<file path="config.mk">
export PLATFORM = sky130hd
export DESIGN_NAME = load_store_unit
export DESIGN_NICKNAME = d
export VERILOG_FILES = /design/src/rtl/load_store_unit.sv
export SDC_FILE = /design/constraint.sdc
export NUM_CORES = 1
export LEC_CHECK = 0
export BUFFER_PORTS_ARGS = -buffer_cell sky130_fd_sc_hd__buf_2
export CAP_MARGIN = 0
export CORE_MARGIN = 5
export CORE_UTILIZATION = 40
export CTS_CLUSTER_DIAMETER = 30
export CTS_CLUSTER_SIZE = 16
export DETAILED_ROUTE_END_ITERATION = 12
export PLACE_DENSITY = 0.82
export REMOVE_ABC_BUFFERS = 1
export SLEW_MARGIN = 20
export SYNTH_ARGS = -nofsm -noshare
export SYNTH_HDL_FRONTEND = slang
export SYNTH_SLANG_ARGS = --single-unit
export TNS_END_PERCENT = 100
</file>
<file path="constraint.sdc">
create_clock -name clk -period 1.5 [get_ports clk]
set_input_delay 0.3 -clock clk [delete_from_list [all_inputs] [get_ports clk]]
set_output_delay 0.3 -clock clk [all_outputs]
set_load 0.02 [all_outputs]
</file>
<file path="src/rtl/load_store_unit.sv">
// load_store_unit
//   Initiator side of the word-addressed data-memory port. Takes load/store
//   requests from the MEM stage over a valid/ready handshake and drives a
//   256x16 data memory whose read data is combinational. Byte stores are
//   done as a read-modify-write of the containing 16-bit word.
//
// Ports
//   clk, rst            single clock, synchronous active-high reset
//   req_valid/ready     request handshake; ready only while idle
//   req_op              00=LW 01=SW 10=LB 11=SB
//   req_addr/wdata      byte address and store data (SB uses [7:0])
//   resp_valid          one-cycle completion pulse
//   resp_rdata          load result, held between loads
//   resp_err            misaligned word access, valid with resp_valid
//   mem_*               memory port; word index is mem_access_addr[8:1]
//
// Configuration macro
//   LSU_ALIGN_CHECK_EN  when defined, LW/SW with addr[0]=1 skip the memory
//                       and respond next cycle with resp_err=1. When
//                       undefined, addr[0] is ignored for word accesses.
//
// state    | meaning
// ---------+-------------------------------------------------------------
// S_IDLE   | ready for a request
// S_RD     | LW/LB read strobe; read data captured at end of cycle
// S_WR     | SW write strobe
// S_RMW_RD | SB read of containing word; merged word built at end of cycle
// S_RMW_WR | SB write of merged word
// S_RESP   | resp_valid pulse, then back to idle

module load_store_unit #(
   parameter int ADDR_W = 16,
   parameter int DATA_W = 16
) (
   input  logic              clk,
   input  logic              rst,
   input  logic              req_valid,
   output logic              req_ready,
   input  logic [1:0]        req_op,
   input  logic [ADDR_W-1:0] req_addr,
   input  logic [DATA_W-1:0] req_wdata,
   output logic              resp_valid,
   output logic [DATA_W-1:0] resp_rdata,
   output logic              resp_err,
   output logic [ADDR_W-1:0] mem_access_addr,
   output logic [DATA_W-1:0] mem_write_data,
   output logic              mem_read,
   output logic              mem_write_en,
   input  logic [DATA_W-1:0] mem_read_data
);

   localparam logic [1:0] OP_LW = 2'b00;
   localparam logic [1:0] OP_SW = 2'b01;
   localparam logic [1:0] OP_LB = 2'b10;
   localparam logic [1:0] OP_SB = 2'b11;

   typedef enum logic [2:0] {
      S_IDLE,
      S_RD,
      S_WR,
      S_RMW_RD,
      S_RMW_WR,
      S_RESP
   } state_t;

   state_t              state_q;
   logic                req_ready_q;
   logic                resp_valid_q;
   logic                resp_err_q;
   logic [DATA_W-1:0]   resp_rdata_q;
   logic                mem_read_q;
   logic                mem_we_q;
   logic [ADDR_W-1:0]   mem_addr_q;
   logic [DATA_W-1:0]   mem_wdata_q;

   // Only the parts of the request still needed after accept are kept.
   logic                is_lb_q;
   logic                sel_hi_q;
   logic [7:0]          sb_byte_q;

   logic                misalign_d;
   logic [DATA_W-1:0]   merge_word_d;
   logic [DATA_W-1:0]   load_byte_d;

`ifdef LSU_ALIGN_CHECK_EN
   assign misalign_d = ((req_op == OP_LW) || (req_op == OP_SW)) && req_addr[0];
`else
   assign misalign_d = 1'b0;
`endif

   // Little-endian byte lanes: addr[0]=0 is [7:0], addr[0]=1 is [15:8].
   assign merge_word_d = sel_hi_q ? {sb_byte_q, mem_read_data[7:0]}
                                  : {mem_read_data[15:8], sb_byte_q};
   assign load_byte_d  = {8'h00, (sel_hi_q ? mem_read_data[15:8]
                                           : mem_read_data[7:0])};

   always_ff @(posedge clk) begin
      if (rst) begin
         state_q      <= S_IDLE;
         req_ready_q  <= 1'b1;
         resp_valid_q <= 1'b0;
         resp_err_q   <= 1'b0;
         resp_rdata_q <= '0;
         mem_read_q   <= 1'b0;
         mem_we_q     <= 1'b0;
         mem_addr_q   <= '0;
         mem_wdata_q  <= '0;
         is_lb_q      <= 1'b0;
         sel_hi_q     <= 1'b0;
         sb_byte_q    <= '0;
      end else begin
         case (state_q)
            S_IDLE: begin
               if (req_valid) begin
                  req_ready_q <= 1'b0;
                  is_lb_q     <= (req_op == OP_LB);
                  sel_hi_q    <= req_addr[0];
                  sb_byte_q   <= req_wdata[7:0];
                  if (misalign_d) begin
                     state_q      <= S_RESP;
                     resp_valid_q <= 1'b1;
                     resp_err_q   <= 1'b1;
                  end else begin
                     mem_addr_q <= req_addr;
                     case (req_op)
                        OP_SW: begin
                           state_q     <= S_WR;
                           mem_we_q    <= 1'b1;
                           mem_wdata_q <= req_wdata;
                        end
                        OP_SB: begin
                           state_q    <= S_RMW_RD;
                           mem_read_q <= 1'b1;
                        end
                        default: begin
                           state_q    <= S_RD;
                           mem_read_q <= 1'b1;
                        end
                     endcase
                  end
               end
            end
            S_RD: begin
               resp_rdata_q <= is_lb_q ? load_byte_d : mem_read_data;
               mem_read_q   <= 1'b0;
               mem_addr_q   <= '0;
               state_q      <= S_RESP;
               resp_valid_q <= 1'b1;
            end
            S_WR: begin
               mem_we_q     <= 1'b0;
               mem_addr_q   <= '0;
               mem_wdata_q  <= '0;
               state_q      <= S_RESP;
               resp_valid_q <= 1'b1;
            end
            S_RMW_RD: begin
               // Address is held; the strobe swaps from read to write.
               mem_read_q  <= 1'b0;
               mem_we_q    <= 1'b1;
               mem_wdata_q <= merge_word_d;
               state_q     <= S_RMW_WR;
            end
            S_RMW_WR: begin
               mem_we_q     <= 1'b0;
               mem_addr_q   <= '0;
               mem_wdata_q  <= '0;
               state_q      <= S_RESP;
               resp_valid_q <= 1'b1;
            end
            S_RESP: begin
               resp_valid_q <= 1'b0;
               resp_err_q   <= 1'b0;
               req_ready_q  <= 1'b1;
               state_q      <= S_IDLE;
            end
            default: begin
               state_q      <= S_IDLE;
               req_ready_q  <= 1'b1;
               resp_valid_q <= 1'b0;
               resp_err_q   <= 1'b0;
               mem_read_q   <= 1'b0;
               mem_we_q     <= 1'b0;
               mem_addr_q   <= '0;
               mem_wdata_q  <= '0;
            end
         endcase
      end
   end

   assign req_ready       = req_ready_q;
   assign resp_valid      = resp_valid_q;
   assign resp_err        = resp_err_q;
   assign resp_rdata      = resp_rdata_q;
   assign mem_read        = mem_read_q;
   assign mem_write_en    = mem_we_q;
   assign mem_access_addr = mem_addr_q;
   assign mem_write_data  = mem_wdata_q;

endmodule

</file>
---- Yosys cells after proc, flatten, opt, wreduce, memory -nomap -nowiden ----
Index checks and enable logic that the tools add are counted.
storage, ports and cells
  output and inout bits ................... 53
  register bits ........................... 65
operators by class
  bitwise operators ....................... 4
  reductions and logical operators ........ 12
  muxes and demuxes ....................... 20
  equality and inequality tests ........... 11
operator list
  cell                                                                     number
  16-bit 2-to-1 mux                                                        5
  16-bit one-hot mux with 3 select lines                                   1
  16-bit one-hot mux with 2 select lines                                   1
  3-bit one-hot mux with 3 select lines                                    1
  8-bit 2-to-1 mux                                                         1
  3-bit by 2-bit == test with 1-bit output, second input constant          2
  3-bit == test, second input constant                                     2
  1-bit one-hot mux with 2 select lines                                    3
  2-bit AND reduction                                                      3
  3-bit AND reduction                                                      2
  2-bit OR reduction                                                       3
  3-bit OR reduction                                                       2
  1-bit 2-to-1 mux                                                         5
  2-bit == test, second input constant                                     2
  2-bit inequality test, second input constant                             2
  1-bit inverter                                                           4
  2-bit one-hot mux with 2 select lines                                    1
  4-bit OR reduction                                                       1
  3-bit by 1-bit == test with 1-bit output, second input constant          1
  3-bit logical NOT                                                        1
  3-bit 2-to-1 mux                                                         1
  1-bit one-hot mux with 3 select lines                                    1
  2-bit by 1-bit == test with 1-bit output, second input constant          1
  2-bit by 1-bit inequality test with 1-bit output, second input constant  1

---- Logic depth before layout (Yosys ltp) ----
  word-level depth ........................ 4
  depth in mapped cells ................... 6
  gate-level depth less buffers ........... 3

---- Worst setup path after synthesis ----
Ideal clock, no wire load.
  path kind ............................... register to register
  start point ............................. reg sel_hi_q
  end point ............................... reg mem_wdata_q[3] (netlist: mem_write_data[3])
  path slack .............................. -0.045 ns
  arrival ................................. 1.413 ns
  cell stages (with the launch flop) ...... 6
  path buffers ............................ 2
  setup time .............................. 0.131 ns
  clock period less this slack ............ 1.545 ns
  path through ............................ dfxtp_1 buf_2 buf_1 mux2_2 a22oi_1 a21oi_2
between the ends
  word-level cells in the longest chain between the ends .. 2
ends and longest elaborated chain
  element                                 line  text
  start: declaration                      78    logic sel_hi_q;
  start signal: assignment                117   sel_hi_q <= req_addr[0];
  16-bit 2-to-1 mux                       92    assign merge_word_d = sel_hi_q ? {sb_byte_q, mem_read_data[7:0]}
  16-bit one-hot mux with 3 select lines  112   case (state_q)
  end signal: assignment                  129   mem_wdata_q <= req_wdata;
  end signal: assignment                  161   mem_wdata_q <= merge_word_d;
  end: declaration                        74    logic [DATA_W-1:0] mem_wdata_q;
No other way between the ends.
A chain may end at the register's enable or synchronous reset.

---- Worst setup path after layout ----
  start point ............................. reg state_q[0]
  end point ............................... reg mem_wdata_q[0] (netlist: mem_write_data[0])
between the ends
  word-level cells in the longest chain between the ends .. 4
  elaborated cells between the ends (all ways) .. 10
  those cells by class .................... 5 x eq/ne; 1 x mux; 1 x bitwise; 3 x reduce/logical
ends and longest elaborated chain
  element                                                                    line  text
  start: declaration                                                         66    state_t state_q;
  start signal: assignment                                                   99    state_q <= S_IDLE;
  start signal: assignment                                                   120   state_q <= S_RESP;
  start signal: assignment                                                   127   state_q <= S_WR;
  3-bit by 1-bit == test with 1-bit output or 3-bit == test (tied branches)  112
  2-bit OR reduction (no line)                                               --
  1-bit inverter (no line)                                                   --
  3-bit AND reduction (no line)                                              --
Several ways; a longest one is shown, not always the timed one.

==> flow_summary_export.csv <==
group,metric,value,unit
floorplanning,pin_count,106,
drt,num_vias,2746,
setup_path,start_kind,"flip-flop",
run_status,status,"complete, no violations",
drt,first_iter_violations,121,
logic_synthesis,synth_seq_area_share,45.5,%
clock_tree,path_clk_slew,0.06,ns
setup_path,cp_data_required_time,1.76,ns
placement,gp_congestion,0.846,
timing,final-max-slew-violation-count,0,
clock_tree,clockBufferDepth,2,
clock_tree,cts.sinks,65,
clock_tree,h-tree-depth,3,
clock_tree,root_buffer,"clkbuf_8",
setup_path,rrSetupSlack,0.03,ns
setup_path,critPathSlowestCell,"dfxtp_4",
drt,postRouteAntennaNets,0,
setup_path,reg2reg_from,"state_q[0]",
timing,setup_slack,0.0329,ns
finish,drive_gt1_share,43.7,%
setup_path,crit_arrival,1.73,ns
clock_tree,insertion_delay,0.33,ns
setup_path,cp-end-kind,"flip-flop",
finish,final_cells,506,
floorplanning,die_area,8950,µm²
drt,wl_per_cell,16.5,µm
min_path,min_path_type,"in -> reg",
placement,hpwl,6100,µm
clock_tree,cts_made_buffers,9,
clock_tree,cts_setup_buffers,0,
drt,via_per_inst,5.43,
power_and_ir_drop,netSwitchingFraction,31.6,%
clock_tree,hold_buffers,0,
power_and_ir_drop,p_total,4.86,mW
setup_path,cpPeakStageDelay,0.41,ns
floorplanning,die_y,94.6,µm
timing,fmax,0.682,GHz
logic_synthesis,yosysUniqueCellTypes,42,
finish,final_cell_area,3810,µm²
timing,min_period,1.47,ns
drt,dr.pass1.iters,4,
floorplanning,coreArea,6870,µm²
drt,wl,8350,µm
floorplanning,row_count,30,
global_routing,track_usage,18.7,%
power_and_ir_drop,clkPwrFrac,29.3,%
global_routing,grt_max_degree,27,
drt,drc,0,
power_and_ir_drop,peakVddDrop,0.567,mV
timing,tns,0,ns
global_routing,grt_pass1_wl,13200,µm
power_and_ir_drop,power_density,1280,nW/µm²
power_and_ir_drop,seqPwrFrac,42.5,%
placement,pre_cts_ws,-0.0511,ns
timing,rsz0062_at_grt,"true",
global_routing,antenna_found_initial,0,
floorplanning,die_w,94.6,µm
finish,fin_nets,458,
finish,final_util,55.5,%
power_and_ir_drop,combPwrFrac,28.3,%
finish,antenna_cells,0,
timing,holdWs,0.179,ns
power_and_ir_drop,p_sw,1.54,mW
global_routing,grt_pass1_vias,2715,
floorplanning,start_util,41.7,%
placement,dp_cells,489,
logic_synthesis,ys_seq_elements,65,
setup_path,crit_chain,"and4bb_1, or3_1, buf_6, a21oi_1",
clock_tree,cts_tree,"done",
power_and_ir_drop,p_leak,1.66,nW
min_path,min_from,"req_addr[9]",
placement,placement.io_buffers,104,
timing,finalSetupViolations,0,
finish,synthToLayoutAreaGrowth,33.1,%
logic_synthesis,syn-cell-area,2860,µm²
setup_path,path_max_fanout,16,
setup_path,crit_path_start,"state_q[0]",
logic_synthesis,syn_avg_cell_area,9.57,µm²
timing,fin_crit_sh,97.8,%
logic_synthesis,synthCells,299,
placement,placed_area,3550,µm²
timing,hold_violations,0,
finish,num-fill-cells,600,
timing,finalClockSkew,0.00479,ns
logic_synthesis,ys_warn_count,0,
power_and_ir_drop,p_int,3.33,mW
global_routing,gr-total-overflow,0,
setup_path,path_class,"reg -> reg",
run,drv_cap,0,
logic_synthesis,synthFlopType,"dfxtp_1",
logic_synthesis,synth-edff-count,0,
logic_synthesis,synthArstFlopShare,0,%
==> layout make-up <==
cell class / instances / area [µm²] / share of cell area, %
clock buffers: 13 / 149 / 3.91
clock inverters: 3 / 40.0 / 1.05
inverters: 2 / 7.51 / 0.197
multi-input cells: 200 / 1420 / 37.2
flip-flops and latches: 65 / 1310 / 34.3
well taps: 96 / 120 / 3.15
repair buffers: 127 / 771 / 20.2
==> logic make-up after synthesis <==
group                  Yosys count  synth area share (%)
AO/OA/AOI/OAI                  100                  25.9
XOR/XNOR                         1                 0.306
buffers and inverters           34                  6.42
flip-flops                      65                  45.5
multiplexers                    17                  6.64
other                            1                 0.131
AND/OR/NAND/NOR                 81                  15.2
==> power groups by stage <==
stage	combinational [mW]	clock [mW]	sequential (mW)
5_1_grt	1.49	1.53	2.09
2_1_floorplan	0.531	0	2.31
3_5_place_dp	1.32	0	2.09
6_report	1.38	1.42	2.07
3_3_place_gp	1.29	0	2.08
4_1_cts	1.33	1.45	2.06
==> cells in the final DEF (no fill, tap or decap), drive strengths merged, types with 2 or more instances in the layout <==
cell,n
a21oi,36
a22o,16
a22oi,17
a311oi,8
buf,127
clkbuf,13
clkinv,2
dfxtp,65
inv,2
mux2,16
nand2,37
nand2b,2
nand3,8
nand3b,9
nor2,12
nor3,2
nor3b,2
o21a,2
o41ai,16
or3,2
==> final timing paths <==
kind	depth (start not counted)	endpoint
hold / removal	2	mem_access_addr[9]
setup / recovery	4	mem_write_data[0]
hold reg to reg	2	resp_rdata[9]
setup reg to reg	4	mem_write_data[0]
==> registers in the layout (all words and copies together), names as in the netlist <==
| name | flops |
|---|---|
| mem_access_addr | 16 |
| mem_read | 1 |
| resp_rdata | 16 |
| mem_write_data | 16 |
| sel_hi_q | 1 |
| req_ready | 1 |
| resp_valid | 1 |
| mem_write_en | 1 |
| state_q | 3 |
| is_lb_q | 1 |
| sb_byte_q | 8 |
==> routing by layer <==
metal	global-route usage [%]	share of wire [%]	up-vias
met5	0	0	-
met4	8.17	1.9	0
met3	4.86	7.6	12
met1	22.7	39	1306
li1	-	-	1324
met2	31.1	51	104
==> synth_stat cells, drive strengths merged, types with 2 or more instances <==
| master | count | area (µm²) |
|---|---|---|
| nand3 | 8 | 40.0 |
| nor2 | 12 | 47.6 |
| a22oi | 17 | 128 |
| a311oi | 8 | 70.1 |
| dfxtp | 65 | 1300 |
| or3 | 2 | 12.5 |
| nor3 | 2 | 15.0 |
| nand2 | 37 | 139 |
| mux2 | 16 | 180 |
| buf | 18 | 124 |
| clkbuf | 14 | 52.6 |
| nor3b | 2 | 26.3 |
| a21oi | 36 | 195 |
| nand3b | 9 | 67.6 |
| a22o | 16 | 148 |
| inv | 2 | 7.51 |
| nand2b | 2 | 12.5 |
| o21a | 2 | 15.0 |
| o41ai | 16 | 140 |
==> worst max-delay path: cells and delay by family (launching register included) <==
kind	cells	cell delay (ns)
buffers and inverters	1	0.18
AOI/OAI and AO/OA	1	0.15
DFF	1	0.41
and+or+nand+nor	2	0.65
==> repair_timing <==
action	in CTS	in global routing
pin swaps	0	1
gates cloned	0	1
resized for setup	1	14
endpoints found under the setup margin	40	42
No activity file was read; power rests on OpenSTA's default activity.
